File: src/rtl/uart_pkg.sv
// Shared types and constants for the configurable UART receiver.
// Holds the FSM state enum, parity mode codes and the data-width clamp.
// No logic of its own; imported by the receiver files.
package uart_pkg;

  typedef enum logic [2:0] {
    IDLE,
    START,
    DATA,
    PARITY,
    STOP,
    BRKWAIT
  } rx_state_t;

  localparam logic [1:0] PAR_NONE = 2'd0;
  localparam logic [1:0] PAR_EVEN = 2'd1;
  localparam logic [1:0] PAR_ODD  = 2'd2;

  localparam int MIN_DBITS = 5;

  // Requested data width forced into MIN_DBITS..dmax.
  function automatic logic [3:0] clamp_dbits(input logic [3:0] req, input int dmax);
    if (int'(req) < MIN_DBITS) return 4'(MIN_DBITS);
    if (int'(req) > dmax) return 4'(dmax);
    return req;
  endfunction

endpackage

File: src/rtl/uart_rx_cfg_if.sv
// Received-frame bus: data, status flags and the valid/ready handshake.
// The master side owns data/flags/valid; the slave side owns ready.
// Data and flags are only meaningful while dout_valid is high.
interface uart_rx_cfg_if #(
  parameter int DBIT_MAX = 9
);
  logic [DBIT_MAX-1:0] dout;
  logic                dout_valid;
  logic                dout_ready;
  logic                par_err;
  logic                frm_err;
  logic                brk;

  modport master (output dout, dout_valid, par_err, frm_err, brk, input dout_ready);
  modport slave  (input dout, dout_valid, par_err, frm_err, brk, output dout_ready);
endinterface

File: src/rtl/uart_rx_sampler.sv
// rx synchroniser plus 3-sample majority voter around the bit centre.
// rxs lags rx by SYNC_STAGES clk; vote is combinational at s==OVS/2+1.
// No backpressure: samples whenever s_tick fires at the chosen s values.
module uart_rx_sampler
  import uart_pkg::*;
#(
  parameter int OVS         = 16,
  parameter int SYNC_STAGES = 2,
  parameter int SW          = $clog2(OVS)
) (
  input  logic          clk,
  input  logic          reset_n,
  input  logic          rx,
  input  logic          s_tick,
  input  logic [SW-1:0] s,
  output logic          rxs,
  output logic          vote,
  output logic          vote_q
);
  localparam logic [SW-1:0] S_A = SW'(OVS/2 - 1);
  localparam logic [SW-1:0] S_B = SW'(OVS/2);
  localparam logic [SW-1:0] S_C = SW'(OVS/2 + 1);

  logic [SYNC_STAGES-1:0] sync_q;
  logic                   smp_a;
  logic                   smp_b;

  // Metastability chain; resets to the idle-high line level.
  always_ff @(posedge clk) begin
    if (!reset_n) sync_q <= '1;
    else          sync_q <= {sync_q[SYNC_STAGES-2:0], rx};
  end

  assign rxs = sync_q[SYNC_STAGES-1];

  // Majority of the two stored samples and the live third sample.
  assign vote = (smp_a & smp_b) | (smp_a & rxs) | (smp_b & rxs);

  // Capture the first two centre samples and hold the finished vote for the bit end.
  always_ff @(posedge clk) begin
    if (!reset_n) begin
      smp_a  <= 1'b0;
      smp_b  <= 1'b0;
      vote_q <= 1'b0;
    end else if (s_tick) begin
      if (s == S_A) smp_a  <= rxs;
      if (s == S_B) smp_b  <= rxs;
      if (s == S_C) vote_q <= vote;
    end
  end
endmodule

File: src/rtl/uart_rx_cfg.sv
// Runtime-configurable UART receiver: 5..DBIT_MAX data, none/even/odd parity, 1/2 stop.
// dout_valid rises 1 clk after the final stop bit's mid-sample tick.
// Holding register: a frame completing while valid && !ready is dropped and flagged by ovr_tick.
module uart_rx_cfg
  import uart_pkg::*;
#(
  parameter int DBIT_MAX    = 9,
  parameter int OVS         = 16,
  parameter int SYNC_STAGES = 2
) (
  input  logic                 clk,
  input  logic                 reset_n,
  input  logic                 s_tick,
  input  logic                 rx,
  input  logic [3:0]           cfg_dbits,
  input  logic [1:0]           cfg_parity,
  input  logic                 cfg_stop2,
  uart_rx_cfg_if.master        frame,
  output logic                 ovr_tick,
  output logic                 busy
);
  localparam int SW = $clog2(OVS);
  localparam int NW = $clog2(DBIT_MAX);
  localparam logic [SW-1:0] S_MID = SW'(OVS/2 + 1);
  localparam logic [SW-1:0] S_END = SW'(OVS - 1);

  rx_state_t           state, state_nxt;
  logic [SW-1:0]       s;
  logic [NW-1:0]       n;
  logic [DBIT_MAX-1:0] shreg, shift_in;
  logic [3:0]          dbits_q;
  logic [1:0]          par_q;
  logic                stop2_q, par_bit, stop_ok, stop_idx;
  logic                rxs, vote, vote_q;
  logic                tick_mid, tick_end, par_en, last_data, last_stop;
  logic                stop_ok_fin, done, par_err_now, brk_now;

  uart_rx_sampler #(.OVS(OVS), .SYNC_STAGES(SYNC_STAGES), .SW(SW)) u_sampler (
    .clk     (clk),
    .reset_n (reset_n),
    .rx      (rx),
    .s_tick  (s_tick),
    .s       (s),
    .rxs     (rxs),
    .vote    (vote),
    .vote_q  (vote_q)
  );

  // State register.
  always_ff @(posedge clk) begin
    if (!reset_n) state <= IDLE;
    else          state <= state_nxt;
  end

  // Next-state logic; a low line in BRKWAIT never restarts a frame.
  always_comb begin
    state_nxt = state;
    case (state)
      IDLE:    if (!rxs) state_nxt = START;
      START:   if (tick_mid && vote) state_nxt = IDLE;
               else if (tick_end)    state_nxt = DATA;
      DATA:    if (tick_end && last_data) state_nxt = par_en ? PARITY : STOP;
      PARITY:  if (tick_end) state_nxt = STOP;
      STOP:    if (done) state_nxt = brk_now ? BRKWAIT : IDLE;
      BRKWAIT: if (rxs) state_nxt = IDLE;
      default: state_nxt = IDLE;
    endcase
  end

  // Control strobes and frame verdicts decoded from state and counters.
  always_comb begin
    tick_mid    = s_tick && (s == S_MID);
    tick_end    = s_tick && (s == S_END);
    par_en      = (par_q == PAR_EVEN) || (par_q == PAR_ODD);
    last_data   = (int'(n) == int'(dbits_q) - 1);
    last_stop   = !stop2_q || stop_idx;
    stop_ok_fin = stop_ok & vote;
    done        = (state == STOP) && last_stop && tick_mid;
    par_err_now = par_en && (^shreg ^ par_bit ^ (par_q == PAR_ODD));
    brk_now     = (shreg == '0) && !(par_en && par_bit) && !stop_ok_fin;
    busy        = (state != IDLE);
  end

  // Shift LSB-first, entering at the top of the configured field so the result is LSB-aligned.
  always_comb begin
    shift_in = shreg >> 1;
    shift_in[dbits_q - 4'd1] = vote_q;
  end

  // Counters, config snapshot and frame datapath.
  always_ff @(posedge clk) begin
    if (!reset_n) begin
      s        <= '0;
      n        <= '0;
      shreg    <= '0;
      dbits_q  <= 4'(MIN_DBITS);
      par_q    <= PAR_NONE;
      stop2_q  <= 1'b0;
      par_bit  <= 1'b0;
      stop_ok  <= 1'b0;
      stop_idx <= 1'b0;
    end else begin
      if (state == IDLE) begin
        s <= '0;
        if (!rxs) begin
          n        <= '0;
          shreg    <= '0;
          dbits_q  <= clamp_dbits(cfg_dbits, DBIT_MAX);
          par_q    <= cfg_parity;
          stop2_q  <= cfg_stop2;
          par_bit  <= 1'b0;
          stop_ok  <= 1'b1;
          stop_idx <= 1'b0;
        end
      end else if (state == BRKWAIT) begin
        s <= '0;
      end else if (s_tick) begin
        s <= tick_end ? '0 : s + 1'b1;
      end
      if (state == DATA && tick_end) begin
        shreg <= shift_in;
        if (!last_data) n <= n + 1'b1;
      end
      if (state == PARITY && tick_end) par_bit <= vote_q;
      if (state == STOP && tick_mid)   stop_ok <= stop_ok & vote;
      if (state == STOP && tick_end)   stop_idx <= 1'b1;
    end
  end

  // Holding register with overrun detection; a same-cycle pop makes room for the new frame.
  always_ff @(posedge clk) begin
    if (!reset_n) begin
      frame.dout       <= '0;
      frame.dout_valid <= 1'b0;
      frame.par_err    <= 1'b0;
      frame.frm_err    <= 1'b0;
      frame.brk        <= 1'b0;
      ovr_tick         <= 1'b0;
    end else begin
      ovr_tick <= 1'b0;
      if (done && (!frame.dout_valid || frame.dout_ready)) begin
        frame.dout       <= shreg;
        frame.par_err    <= par_err_now;
        frame.frm_err    <= !stop_ok_fin;
        frame.brk        <= brk_now;
        frame.dout_valid <= 1'b1;
      end else begin
        if (done) ovr_tick <= 1'b1;
        if (frame.dout_valid && frame.dout_ready) frame.dout_valid <= 1'b0;
      end
    end
  end
endmodule

File: src/flat_wrapper.sv
// flat-port wrapper written by rule: the top's interface ports become plain ports
module uart_rx_cfg_flat import uart_pkg::*;
#(
  parameter int DBIT_MAX    = 9,
  parameter int OVS         = 16,
  parameter int SYNC_STAGES = 2
)
  (clk, reset_n, s_tick, rx, cfg_dbits, cfg_parity, cfg_stop2, ovr_tick, busy, frame_dout, frame_dout_valid, frame_par_err, frame_frm_err, frame_brk, frame_dout_ready);
  uart_rx_cfg_if #(.DBIT_MAX(DBIT_MAX)) frame_i ();
  input  logic clk;
  input  logic reset_n;
  input  logic s_tick;
  input  logic rx;
  input  logic [3:0] cfg_dbits;
  input  logic [1:0] cfg_parity;
  input  logic cfg_stop2;
  output logic ovr_tick;
  output logic busy;
  output wire logic [$bits(frame_i.dout)-1:0] frame_dout;
  output wire logic [$bits(frame_i.dout_valid)-1:0] frame_dout_valid;
  output wire logic [$bits(frame_i.par_err)-1:0] frame_par_err;
  output wire logic [$bits(frame_i.frm_err)-1:0] frame_frm_err;
  output wire logic [$bits(frame_i.brk)-1:0] frame_brk;
  input wire logic [$bits(frame_i.dout_ready)-1:0] frame_dout_ready;
  assign frame_dout = frame_i.dout;
  assign frame_dout_valid = frame_i.dout_valid;
  assign frame_par_err = frame_i.par_err;
  assign frame_frm_err = frame_i.frm_err;
  assign frame_brk = frame_i.brk;
  assign frame_i.dout_ready = frame_dout_ready;
  uart_rx_cfg #(.DBIT_MAX(DBIT_MAX), .OVS(OVS), .SYNC_STAGES(SYNC_STAGES)) u_core (.clk(clk), .reset_n(reset_n), .s_tick(s_tick), .rx(rx), .cfg_dbits(cfg_dbits), .cfg_parity(cfg_parity), .cfg_stop2(cfg_stop2), .frame(frame_i), .ovr_tick(ovr_tick), .busy(busy));
endmodule
File: config.mk
export PLATFORM = sky130hd
export DESIGN_NAME = uart_rx_cfg_flat
export DESIGN_NICKNAME = d
export VERILOG_FILES = /design/src/rtl/uart_pkg.sv /design/src/rtl/uart_rx_cfg_if.sv /design/src/rtl/uart_rx_sampler.sv /design/src/rtl/uart_rx_cfg.sv /design/src/flat_wrapper.sv
export SDC_FILE = /design/constraint.sdc
export NUM_CORES = 1
export LEC_CHECK = 0
export CORE_UTILIZATION = 54
export CTS_BUF_LIST = sky130_fd_sc_hd__clkbuf_8 sky130_fd_sc_hd__clkbuf_16
export CTS_CLUSTER_DIAMETER = 120
export DETAILED_ROUTE_END_ITERATION = 16
export DONT_BUFFER_PORTS = 1
export PLACE_DENSITY_LB_ADDON = 0.08
export SYNTH_ARGS = -nofsm -noshare
export SYNTH_HDL_FRONTEND = slang
export SYNTH_SLANG_ARGS = --single-unit
File: constraint.sdc
create_clock -name clk -period 3.5 [get_ports clk]
set_input_delay 0.175 -clock clk [delete_from_list [all_inputs] [get_ports clk]]
set_output_delay 0.175 -clock clk [all_outputs]
set_load 0.01 [all_outputs]
# Word level (Yosys, flattened, before mapping)
# Cells that the tools add are included.
# classes
addsub,4
order_cmp,4
n_eq_ne,22
muxes,44
bitwise_logic,10
n_reduce_logical,44
# op_table
operator,count
two-way mux 4 bit,9
equality test 5 x 32 -> 1 bit,1
two-way mux 3 bit,9
two-way mux 9 bit,3
two-way mux 1 bit,20
one-hot mux 3 bit (6 select lines),1
logical AND 1 bit,17
AND reduction 2 bit,8
inequality test 2 x 1 -> 1 bit (second input constant),7
equality test 4 bit (second input constant),3
nonzero test 2 bit,5
bitwise mux 9 bit,1
logical NOT 9 bit,1
XOR reduction 9 bit,1
adder 4 x 1 -> 4 bit (second input constant),2
equality test 3 x 2 -> 1 bit (second input constant),2
equality test 3 bit (second input constant),2
AND reduction 6 bit,1
less-than comparator 4 x 5 -> 1 bit (second input constant),1
subtractor 4 x 1 -> 5 bit (second input constant),1
AND 1 bit,4
demux 1 bit (select 4 bit),1
equality test 4 x 3 -> 1 bit (second input constant),1
greater-or-equal comparator 4 x 1 -> 1 bit (second input constant),1
other kinds (17),26
# totals
register_bits,49
input_bits,12
output_inout_bits,15
elab_cells,148

# Longest topological paths before layout
# Gate-level depths: netlist of run 1.
# logic_depth
depth_word,11
mapped_depth,10

# Hierarchy
# From an unflattened synthesis of run 1, not the netlist that was laid out.
# hier_totals
hier_cells,318
hier_area_um2,2673.8
# modules_own_cells
mod,instances,cells_per_inst,area_per_inst_um2,seq_area_each_um2
uart_rx_cfg,1,297,2444.8,880.8
uart_rx_sampler,1,21,229.0,100.1

# Worst setup path before layout of run 1
# OpenSTA, ideal clock, no wires.
# synth_timing
path_kind,reg2reg
start,register u_core.dbits_q[0]
end,register u_core.n[2]
setup_ns,0.120
arrival_time_ns,1.989
path_slack_ns,1.391
stages_incl_launch_ff,9
n_path_buf,1
cell_sequence,dfxtp_1 -> inv_1 -> ha_1 -> buf_4 -> xnor2_1 -> a211o_1 -> o31ai_4 -> nor3b_1 -> o31a_1
# synth_between
elab_chain_len,4
# synth_rtl
item,line,text
from (decl),uart_rx_cfg.sv:31,logic [3:0] dbits_q;
from (signal assigned),uart_rx_cfg.sv:96,dbits_q <= 4'(MIN_DBITS);
from (signal assigned),uart_rx_cfg.sv:108,"dbits_q <= clamp_dbits(cfg_dbits, DBIT_MAX);"
subtractor 4 x 1 -> 5 bit,uart_rx_cfg.sv:75,last_data = (int'(n) == int'(dbits_q) - 1);
equality test 5 x 32 -> 1 bit,uart_rx_cfg.sv:75,
two-way mux 4 bit,uart_rx_cfg.sv:122,if (!last_data) n <= n + 1'b1;
two-way mux 4 bit,uart_rx_cfg.sv:120,if (state == DATA && tick_end) begin
to (signal assigned),uart_rx_cfg.sv:122,
to (decl),uart_rx_cfg.sv:29,logic [NW-1:0] n;
# No other way between the ends.
# A chain may end at the register's enable or synchronous reset.

# Worst setup path after layout of run 1
# Ends and elaborated chain as after synthesis.

==> reports/results.ini, run 1 <==
[outcome]
status = finished, final reports clean

[power_and_ir_drop]
p_leak_nw = 1.017
power_switching_share = 0.3100
total_power_mw = 1.160
pwr-share-clk = 0.280
comb_power_share = 0.171
switchingPower_uw = 359.7
p_int_uw = 800.7
sequentialPowerShare = 0.549
vdd_ir_drop_max_mv = 0.2323
cellPowerDensity_mw_per_mm2 = 412.2

[clock_tree]
clk_pin_slew_ps = 90
cts_setup_buffers = 0
ctsHoldBuffers = 5
cts_root_buf = clkbuf_8
post_cts_resize_count = 0
cts_buffer_depth = 2
cts_buffers = 5
clock_latency_ps = 310
cts.sinks = 49
cts_tree = yes
ctsHtreeMaxLevel = 2

[yosys]
syn_area_mm2 = 0.002709
synth-edff-count = 0
synth_warnings = 0
seq_area_frac_synth = 0.3621
syn_area_per_cell_um2 = 8.881
netlist-cell-type-count = 54
ys_ff_latch = 49
synthFlopType = dfxtp_1
async_flop_share = 0
syn-instance-count = 305
syn_nets = 331

[global_route]
grt_max_degree = 22
grt_pass1_wl_mm = 8.928
grt.overflow.total = 0
grt_usage = 0.2194
antenna_found_initial = 0
grt_pass1_vias = 1926

[routing]
drtPass1Iterations = 4
routedWlPerCell_um = 14.31
wl_mm = 5.265
viasPerCell = 5.533
via_count = 2036
postRouteAntennaNets = 0
drc = 0
drt-initial-drc-count = 101

[critical_path]
critPathRequiredTime_ps = 3700
reg2reg_depth = 7
worst_setup_path_start_kind = register
path_max_fanout = 9
end_kind = register
arrival_ps = 2550
crit_type = reg -> reg

[sta]
min_period_over_period = 0.6697
fin_skew_ps = 4.619
fmax_ghz = 0.4266
timing.final.ws_setup_ps = 1156
max-slew-margin-rel = 0.3213
fin_tns_setup_ps = 0
report.final.slew_viol_count = 0
grt_setup_unrepaired = false
layout_min_cycle_time_ps = 2344
holdWs_ps = 9.216
hold_violations = 0
setup_viol = 0
worst_pin_slew_ps = 1016

[hold_path]
hold_class = in -> reg
holdPathStages = 1

[placed_design]
portBuffers = 0
place_area_mm2 = 0.002673
dp_hpwl_mm = 3.541
gp_congestion = 0.8567
post-place-ws_ps = 1186
dp.cells = 354

[final_layout]
area_delta_synth_final_pct = 3.926
fin_util = 0.5882
n_antenna_cell = 0
layout-drive-gt1-share = 0.06312
final_cell_count_no_fill = 368
fillers = 452
nNetsFinal = 326
final_cell_area_mm2 = 0.002815

[die]
rows = 25
die_w_um = 72.83
start_util = 0.5660
die_height_um = 72.83
ioPinCount = 27
coreArea_mm2 = 0.004786
fp.dieArea_mm2 = 0.005303

[run]
maxCapViolCount = 0

==> logic make-up (layout without fill, tap and decap cells) <==
group           count (synthesis)  count (layout)  synth area share
mux                            17              17           0.06282
simple gates                  110             110            0.2259
flops                          49              49            0.3621
compound gates                 66              66            0.1704
buf+inv                        35              31           0.06790
fa+ha+maj                      15              15           0.06882
xor+xnor                       13              13           0.04203
==> Yosys cell counts, types with 6 or more instances <==
library cell	instances	area, um^2
dfxtp_1	49	980.9
nand2_1	28	105.1
inv_1	17	63.81
mux2i_1	17	170.2
o21ai_0	17	85.08
nor2_1	16	60.06
nor2b_1	15	93.84
ha_1	14	175.2
a21oi_1	11	55.05
xnor2_1	10	87.58
a31oi_1	9	56.30
nand3_1	9	45.04
a21boi_0	7	52.55
clkbuf_1	7	26.28
nor3_1	6	30.03
o21a_1	6	45.04
==> worst max-delay path, cell delays in order (launching register included) <==
cell,delay [ps]
dfxtp_1,510
inv_1,130
ha_1,340
xnor2_1,180
a211o_1,340
o31ai_4,330
nor3b_1,100
o31a_1,300
==> placed cells by master, fill, tap and decap left out, types with 3 or more instances in the layout <==
| cell type | Yosys | final |
|---|---|---|
| and3_1 | 4 | 4 |
| a31oi_1 | 9 | 9 |
| nor2_1 | 16 | 16 |
| dlygate4sd3_1 | 0 | 6 |
| xor2_1 | 3 | 3 |
| nand4_1 | 3 | 3 |
| nor3_1 | 6 | 6 |
| nor2b_1 | 15 | 15 |
| inv_1 | 17 | 18 |
| nand4b_1 | 4 | 4 |
| o21ai_0 | 17 | 17 |
| a21boi_0 | 7 | 7 |
| a21oi_1 | 11 | 11 |
| nor3b_1 | 3 | 3 |
| clkbuf_8 | 0 | 5 |
| o21a_1 | 6 | 6 |
| xnor2_1 | 10 | 10 |
| ha_1 | 14 | 14 |
| mux2i_1 | 17 | 17 |
| nand2b_1 | 5 | 5 |
| nand3_1 | 9 | 9 |
| nand2_1 | 28 | 28 |
| dfxtp_1 | 49 | 49 |
==> final timing paths <==
path              slack, ps                               endpoint                             startpoint
setup reg to reg       1160                 u_core.n[2]$_SDFF_PN0_         u_core.dbits_q[0]$_SDFFE_PN1P_
hold / removal            9      u_core.frame.dout[3]$_SDFFE_PN0P_                                reset_n
setup / recovery       1160                 u_core.n[2]$_SDFF_PN0_         u_core.dbits_q[0]$_SDFFE_PN1P_
hold reg to reg         410  u_core.u_sampler.sync_q[1]$_SDFF_PN1_  u_core.u_sampler.sync_q[0]$_SDFF_PN1_
==> flip-flops by register name, summed over array words and instances (netlist names) <==
| signal | count |
|---|---|
| u_core.u_sampler.vote_q | 1 |
| u_core.u_sampler.smp_b | 1 |
| u_core.par_bit | 1 |
| u_core.stop_ok | 1 |
| u_core.dbits_q | 4 |
| u_core.frame.dout | 9 |
| u_core.par_q | 2 |
| u_core.frame.brk | 1 |
| u_core.n | 4 |
| u_core.ovr_tick | 1 |
| u_core.stop2_q | 1 |
| u_core.s | 4 |
| u_core.frame.par_err | 1 |
| u_core.state | 3 |
| u_core.frame.dout_valid | 1 |
| u_core.shreg | 9 |
| u_core.frame.frm_err | 1 |
| u_core.stop_idx | 1 |
| u_core.u_sampler.sync_q | 2 |
| u_core.u_sampler.smp_a | 1 |
==> power groups by stage <==
stage / Combinational (mW) / Clock, mW / Sequential, mW
2_1_floorplan: 0.200 / 0 / 0.609
3_3_place_gp: 0.187 / 0 / 0.649
3_5_place_dp: 0.187 / 0 / 0.649
4_1_cts: 0.197 / 0.334 / 0.635
5_1_grt: 0.226 / 0.357 / 0.644
6_report: 0.198 / 0.324 / 0.638
==> metal layers <==
metal | track usage | wire length (um) | vias to the layer above
met5 | 0 | 0 | -
met4 | 0.08279 | 76 | 0
met3 | 0.04282 | 153 | 8
li1 | - | - | 1053
met2 | 0.3385 | 2225 | 34
met1 | 0.3030 | 2810 | 941
==> layout make-up <==
class | count | area, um^2 | share of cell area
multi-input cells | 221 | 1544 | 0.5484
clock buffers | 5 | 68.82 | 0.02444
well taps | 67 | 83.83 | 0.02978
clock inverters | 3 | 13.76 | 0.004889
flip-flops and latches | 49 | 980.9 | 0.3484
inverters | 17 | 63.81 | 0.02267
repair buffers | 6 | 60.06 | 0.02133
(Power assumes the default switching activity.)
==> run 2: changes to the inputs <==
- clock period: 3.5 -> 2.07 ns (I/O delays scaled with it)
==> run 2 against run 1 <==
Effect of this change:
- largest power group unchanged
- hold slack gained 4.6 ps
- power grew 87%
- critical path type unchanged
- largest cell class unchanged
- cell count grew 4.6%
- highest routed layer unchanged
- combinational power grew 110%
- wire length grew 1.4%
- clock-buffer cell count grew 1
- first-iteration DRC count grew 19%
- worst setup slack lost 1100 ps
==> reports/results.ini, run 2 (synthesis results as in run 1) <==
[outcome]
status = finished, final reports clean

[hold_path]
hold_class = in -> reg

[die]
ioPinCount = 27  ; unchanged
fp.dieArea_mm2 = 0.005303  ; unchanged
die_height_um = 72.83  ; unchanged
die_w_um = 72.83  ; unchanged
rows = 25  ; unchanged
coreArea_mm2 = 0.004786  ; unchanged
start_util = 0.5660  ; unchanged

[final_layout]
final_cell_mix = 47 x dfxtp_1, 28 x nand2_1, 18 x inv_1
n_antenna_cell = 0  ; unchanged
final_cell_count_no_fill = 385  ; +4.6%
layout-drive-gt1-share = 0.1195  ; +0.05637
area_delta_synth_final_pct = 11.22
fin_util = 0.6295  ; +0.04131
reg_top3 = u_core.frame.dout x9, u_core.shreg x9
nNetsFinal = 343  ; +5.2%
mostFrequentLayoutCell = dfxtp_1
final_cell_area_mm2 = 0.003013  ; +7.0%

[clock_tree]
clock_latency_ps = 300  ; about the same
cts_buffers = 5  ; unchanged
cts_tree = yes
cts_root_buf = clkbuf_8
cts_buffer_depth = 2  ; unchanged
cts.sinks = 49  ; unchanged
ctsHtreeMaxLevel = 2  ; unchanged
clk_pin_slew_ps = 90  ; about the same

[routing]
drt-initial-drc-count = 120  ; +19%
drc = 0  ; unchanged
wl_mm = 5.337  ; +1.4%
postRouteAntennaNets = 0  ; unchanged
routedWlPerCell_um = 13.86  ; -3.1%
via_count = 2134  ; +4.8%
viasPerCell = 5.543  ; +0.19%
drtPass1Iterations = 4  ; unchanged

[placed_design]
dp.cells = 368  ; +4.0%
portBuffers = 0  ; unchanged
place_area_mm2 = 0.002780  ; +4.0%
dp_hpwl_mm = 3.757  ; +6.1%
gp_congestion = 0.9054  ; +5.7%

[power_and_ir_drop]
cellPowerDensity_mw_per_mm2 = 718.7  ; +74%
total_power_mw = 2.165  ; +87%
p_leak_nw = 1.124  ; +10%
vdd_ir_drop_max_mv = 0.4339  ; +87%

[sta]
hold_violations = 0  ; unchanged
holdWs_ps = 13.82  ; +4.604 ps
layout_min_cycle_time_ps = 1975  ; -368.7 ps
setup_viol = 0  ; unchanged
fmax_ghz = 0.5063  ; +19%
max-slew-margin-rel = 0.6302  ; +0.3089
fin_skew_ps = 3.990  ; -0.6286 ps
report.final.slew_viol_count = 0  ; unchanged
min_period_over_period = 0.9542  ; +0.2845
worst_pin_slew_ps = 550.5  ; -465.4 ps

[run]
maxCapViolCount = 0  ; unchanged

[global_route]
grt_pass1_vias = 1934  ; +0.42%
grt_usage = 0.2189  ; -0.0004858
grt_max_degree = 38  ; +73%
antenna_found_initial = 0  ; unchanged
grt_pass1_wl_mm = 8.887  ; -0.46%
grt.overflow.total = 0  ; unchanged

[critical_path]
crit_type = reg -> reg
arrival_ps = 2170  ; -380 ps
critPathRequiredTime_ps = 2270  ; -1430 ps
end_kind = register
worst_setup_path_start_kind = register
path_max_fanout = 7  ; -2

-- run 2: final cells by class --
class	count	area, um^2
fillers	414	1773
clock buffers	6	82.58
flip-flops and latches	49	985.9
multi-input cells	221	1560
clock inverters	2	33.78
repair buffers	23	202.7
well taps	67	83.83
inverters	17	63.81
-- run 2: power by group --
| part | switching, mW | internal [mW] |
|---|---|---|
| clock | 0.309 | 0.389 |
| combinational | 0.240 | 0.183 |
| sequential | 0.0631 | 0.982 |
| total | 0.611 | 1.55 |
-- run 2: metrics by stage --
| stage | worst slack, ps | TNS, ps |
|---|---|---|
| after floorplan | 2.570 | 0 |
| after global placement | 88.05 | 0 |
| after detailed placement | 51.78 | 0 |
| after CTS | 24.38 | 0 |
| after global routing | -20.05 | -34.59 |
| final | 94.72 | 0 |
-- run 2: routing by layer --
layer	up-vias	track usage	routed length, um
li1	1088	-	-
met1	979	0.2894	2608
met2	56	0.3489	2358
met3	11	0.04282	264
met4	0	0.09150	105
met5	-	0	0
-- run 2: worst paths after layout --
| check | start | endpoint | slack [ps] | cells after the start |
|---|---|---|---|---|
| worst max-delay path | u_core.dbits_q[1]$_SDFFE_PN0P_ | u_core.n[2]$_SDFF_PN0_ | 90 | 7 |
| worst min-delay path | s_tick | u_core.s[2]$_SDFFE_PP0P_ | 10 | 3 |
| worst max register to register | u_core.dbits_q[1]$_SDFFE_PN0P_ | u_core.n[2]$_SDFF_PN0_ | 90 | 7 |
| worst min register to register | u_core.u_sampler.sync_q[0]$_SDFF_PN1_ | u_core.u_sampler.sync_q[1]$_SDFF_PN1_ | 410 | 1 |
-- run 2: critical path, stage by stage, from the launching register on --
cell,delay (ps)
dfxtp_4,380
inv_1,80
ha_1,290
xnor2_1,130
a211o_1,280
o31ai_4,320
nor3b_1,100
o31a_1,300
-- run 2: repair_timing --
| action | CTS | global route |
|---|---|---|
| setup buffers | 0 | 1 |
| resized for setup | 0 | 3 |
| hold buffers | 8 | 0 |
| setup endpoints to repair | 0 | 12 |
| endpoints found under the hold margin | 39 | 0 |
==> run 3: changes to the inputs <==
- CORE_ASPECT_RATIO: default -> 0.5
==> run 3 against run 2 <==
Effect of this change:
- wire length is 2.0% higher
- critical endpoint is now u_core.shreg[4]$_SDFFE_PN0P_
- sequential power hardly changed
- register-to-register slack worse by 20 ps
- clock power is 22% lower
- critical path type unchanged
==> reports/results.ini, run 3 (synthesis results as in run 1) <==
[outcome]
status = finished, final reports clean

[sta]
grt_setup_unrepaired = true
hold_violations = 0  ; unchanged
setup_viol = 0  ; unchanged
layout_min_cycle_time_ps = 1996  ; +20.77 ps
fin_skew_ps = 8.108  ; +4.118 ps
max-slew-margin-rel = 0.6372  ; +0.007004
fin_tns_setup_ps = 0  ; unchanged
report.final.slew_viol_count = 0  ; unchanged
fmax_ghz = 0.5010  ; -1.0%
worst_pin_slew_ps = 540.0  ; -10.43 ps
min_period_over_period = 0.9643  ; +0.01003

[final_layout]
final_cell_mix = 46 x dfxtp_1, 28 x nand2_1, 19 x inv_1
reg_top3 = u_core.frame.dout x9, u_core.shreg x9
n_antenna_cell = 0  ; unchanged
final_cell_count_no_fill = 381  ; -1.0%
mostFrequentLayoutCell = dfxtp_1
layout-drive-gt1-share = 0.1175  ; -0.002037
nNetsFinal = 340  ; -0.87%
area_delta_synth_final_pct = 10.30

[placed_design]
portBuffers = 0  ; unchanged
dp_hpwl_mm = 3.925  ; +4.5%
gp_congestion = 0.9366  ; +3.4%
dp.cells = 365  ; -0.82%

[run]
maxCapViolCount = 0  ; unchanged

[routing]
drtPass1Iterations = 4  ; unchanged
postRouteAntennaNets = 0  ; unchanged
via_count = 2120  ; -0.66%
drc = 0  ; unchanged
wl_mm = 5.445  ; +2.0%
drt-initial-drc-count = 91  ; -24%
viasPerCell = 5.564  ; +0.39%
routedWlPerCell_um = 14.29  ; +3.1%

[die]
fp.dieArea_mm2 = 0.005321  ; +0.33%
rows = 17  ; -32%
die_height_um = 52.08  ; -28%
die_w_um = 102.2  ; +40%
ioPinCount = 27  ; unchanged
coreArea_mm2 = 0.004594  ; -4.0%
start_util = 0.5896  ; +0.02358

[power_and_ir_drop]
cellPowerDensity_mw_per_mm2 = 681.3  ; -5.2%
vdd_ir_drop_max_mv = 0.3835  ; -12%
p_leak_nw = 1.094  ; -2.6%
total_power_mw = 2.036  ; -6.0%

[global_route]
grt.overflow.total = 0  ; unchanged
grt_pass1_wl_mm = 9.108  ; +2.5%
antenna_found_initial = 0  ; unchanged
grt_max_degree = 38  ; unchanged
grt_usage = 0.2274  ; +0.008580
grt_pass1_vias = 1961  ; +1.4%

[clock_tree]
cts.sinks = 49  ; unchanged
cts_buffer_depth = 2  ; unchanged
cts_buffers = 5  ; unchanged
cts_tree = yes
cts_root_buf = clkbuf_8
clock_latency_ps = 300  ; about the same
ctsHtreeMaxLevel = 2  ; unchanged
clk_pin_slew_ps = 90  ; about the same

[critical_path]
crit_path_max_incr_delay_ps = 480  ; +100 ps
critPathRequiredTime_ps = 2260  ; about the same
arrival_ps = 2180  ; about the same
path_delay_family = compound AO/OA/AOI/OAI gates
path_max_fanout = 8  ; +1
path_cells = inv_1 -> ha_1 -> buf_4 -> or3b_2 -> o41ai_4 -> a21oi_1 -> a31oi_1 -> o21ai_0
crit_type = reg -> reg
crit_buf_inv = 2  ; +1
crit_slowest_cell = or3b_2
worst_setup_path_start_kind = register
end_kind = register

[hold_path]
hold_class = in -> reg

run 3: worst reg2reg max path: cells and delay by family, from the launching register on:
family	cells	cell delay, ps
AOI/OAI and AO/OA	4	530
DFF	1	390
buffers and inverters	2	280
adders and majority gates	1	220
and+or+nand+nor	1	480
run 3: report_power, final:
part	internal, mW	switching, mW	leakage [nW]
Sequential	0.985	0.0584	0.396
Clock	0.230	0.311	0.0467
Combinational	0.199	0.253	0.651
run 3: layer usage:
layer	GRT usage	part of all wire	wire (um)	up-vias
met5	0	0	0	-
met4	0.07619	0.011	59	0
met3	0.05108	0.041	223	7
met2	0.3602	0.45	2454	34
met1	0.3074	0.50	2708	996
li1	-	-	-	1083
run 3: final cells by class:
cell class	instances	area, um^2
clock buffer	5	68.82
clock inverter	3	15.01
fill	392	1607
inverter	17	63.81
multi-input combinational	221	1577
sequential	49	984.7
tap	66	82.58
timing repair buffer	20	196.4
run 3: timing repair:
item	in CTS	in global routing
endpoints found under the hold margin	38	0
gates resized for setup	0	7
setup buffers	0	0
setup endpoints to repair	0	12
hold buffers	8	0
run 3: final timing paths:
check | start | to | slack, ps | cells past startpoint
min reg2reg | u_core.u_sampler.sync_q[0]$_SDFF_PN1_ | u_core.u_sampler.sync_q[1]$_SDFF_PN1_ | 420 | 1
max reg2reg | u_core.dbits_q[1]$_SDFFE_PN0P_ | u_core.shreg[4]$_SDFFE_PN0P_ | 70 | 8
max | u_core.dbits_q[1]$_SDFFE_PN0P_ | u_core.shreg[4]$_SDFFE_PN0P_ | 70 | 8
min | s_tick | u_core.s[2]$_SDFFE_PP0P_ | 30 | 3
run 3: per-stage QoR:
step	setup slack, ps	utilization	instance area, um^2	hold WS [ps]
floorplan	2.570	-	2711	205.0
global placement	129.3	0.6043	2776	175.2
detailed placement	20.31	0.6043	2776	174.5
CTS	3.303	0.6422	2950	32.88
global route	-12.56	0.6503	2988	27.86
finish	73.95	0.6503	2988	32.07
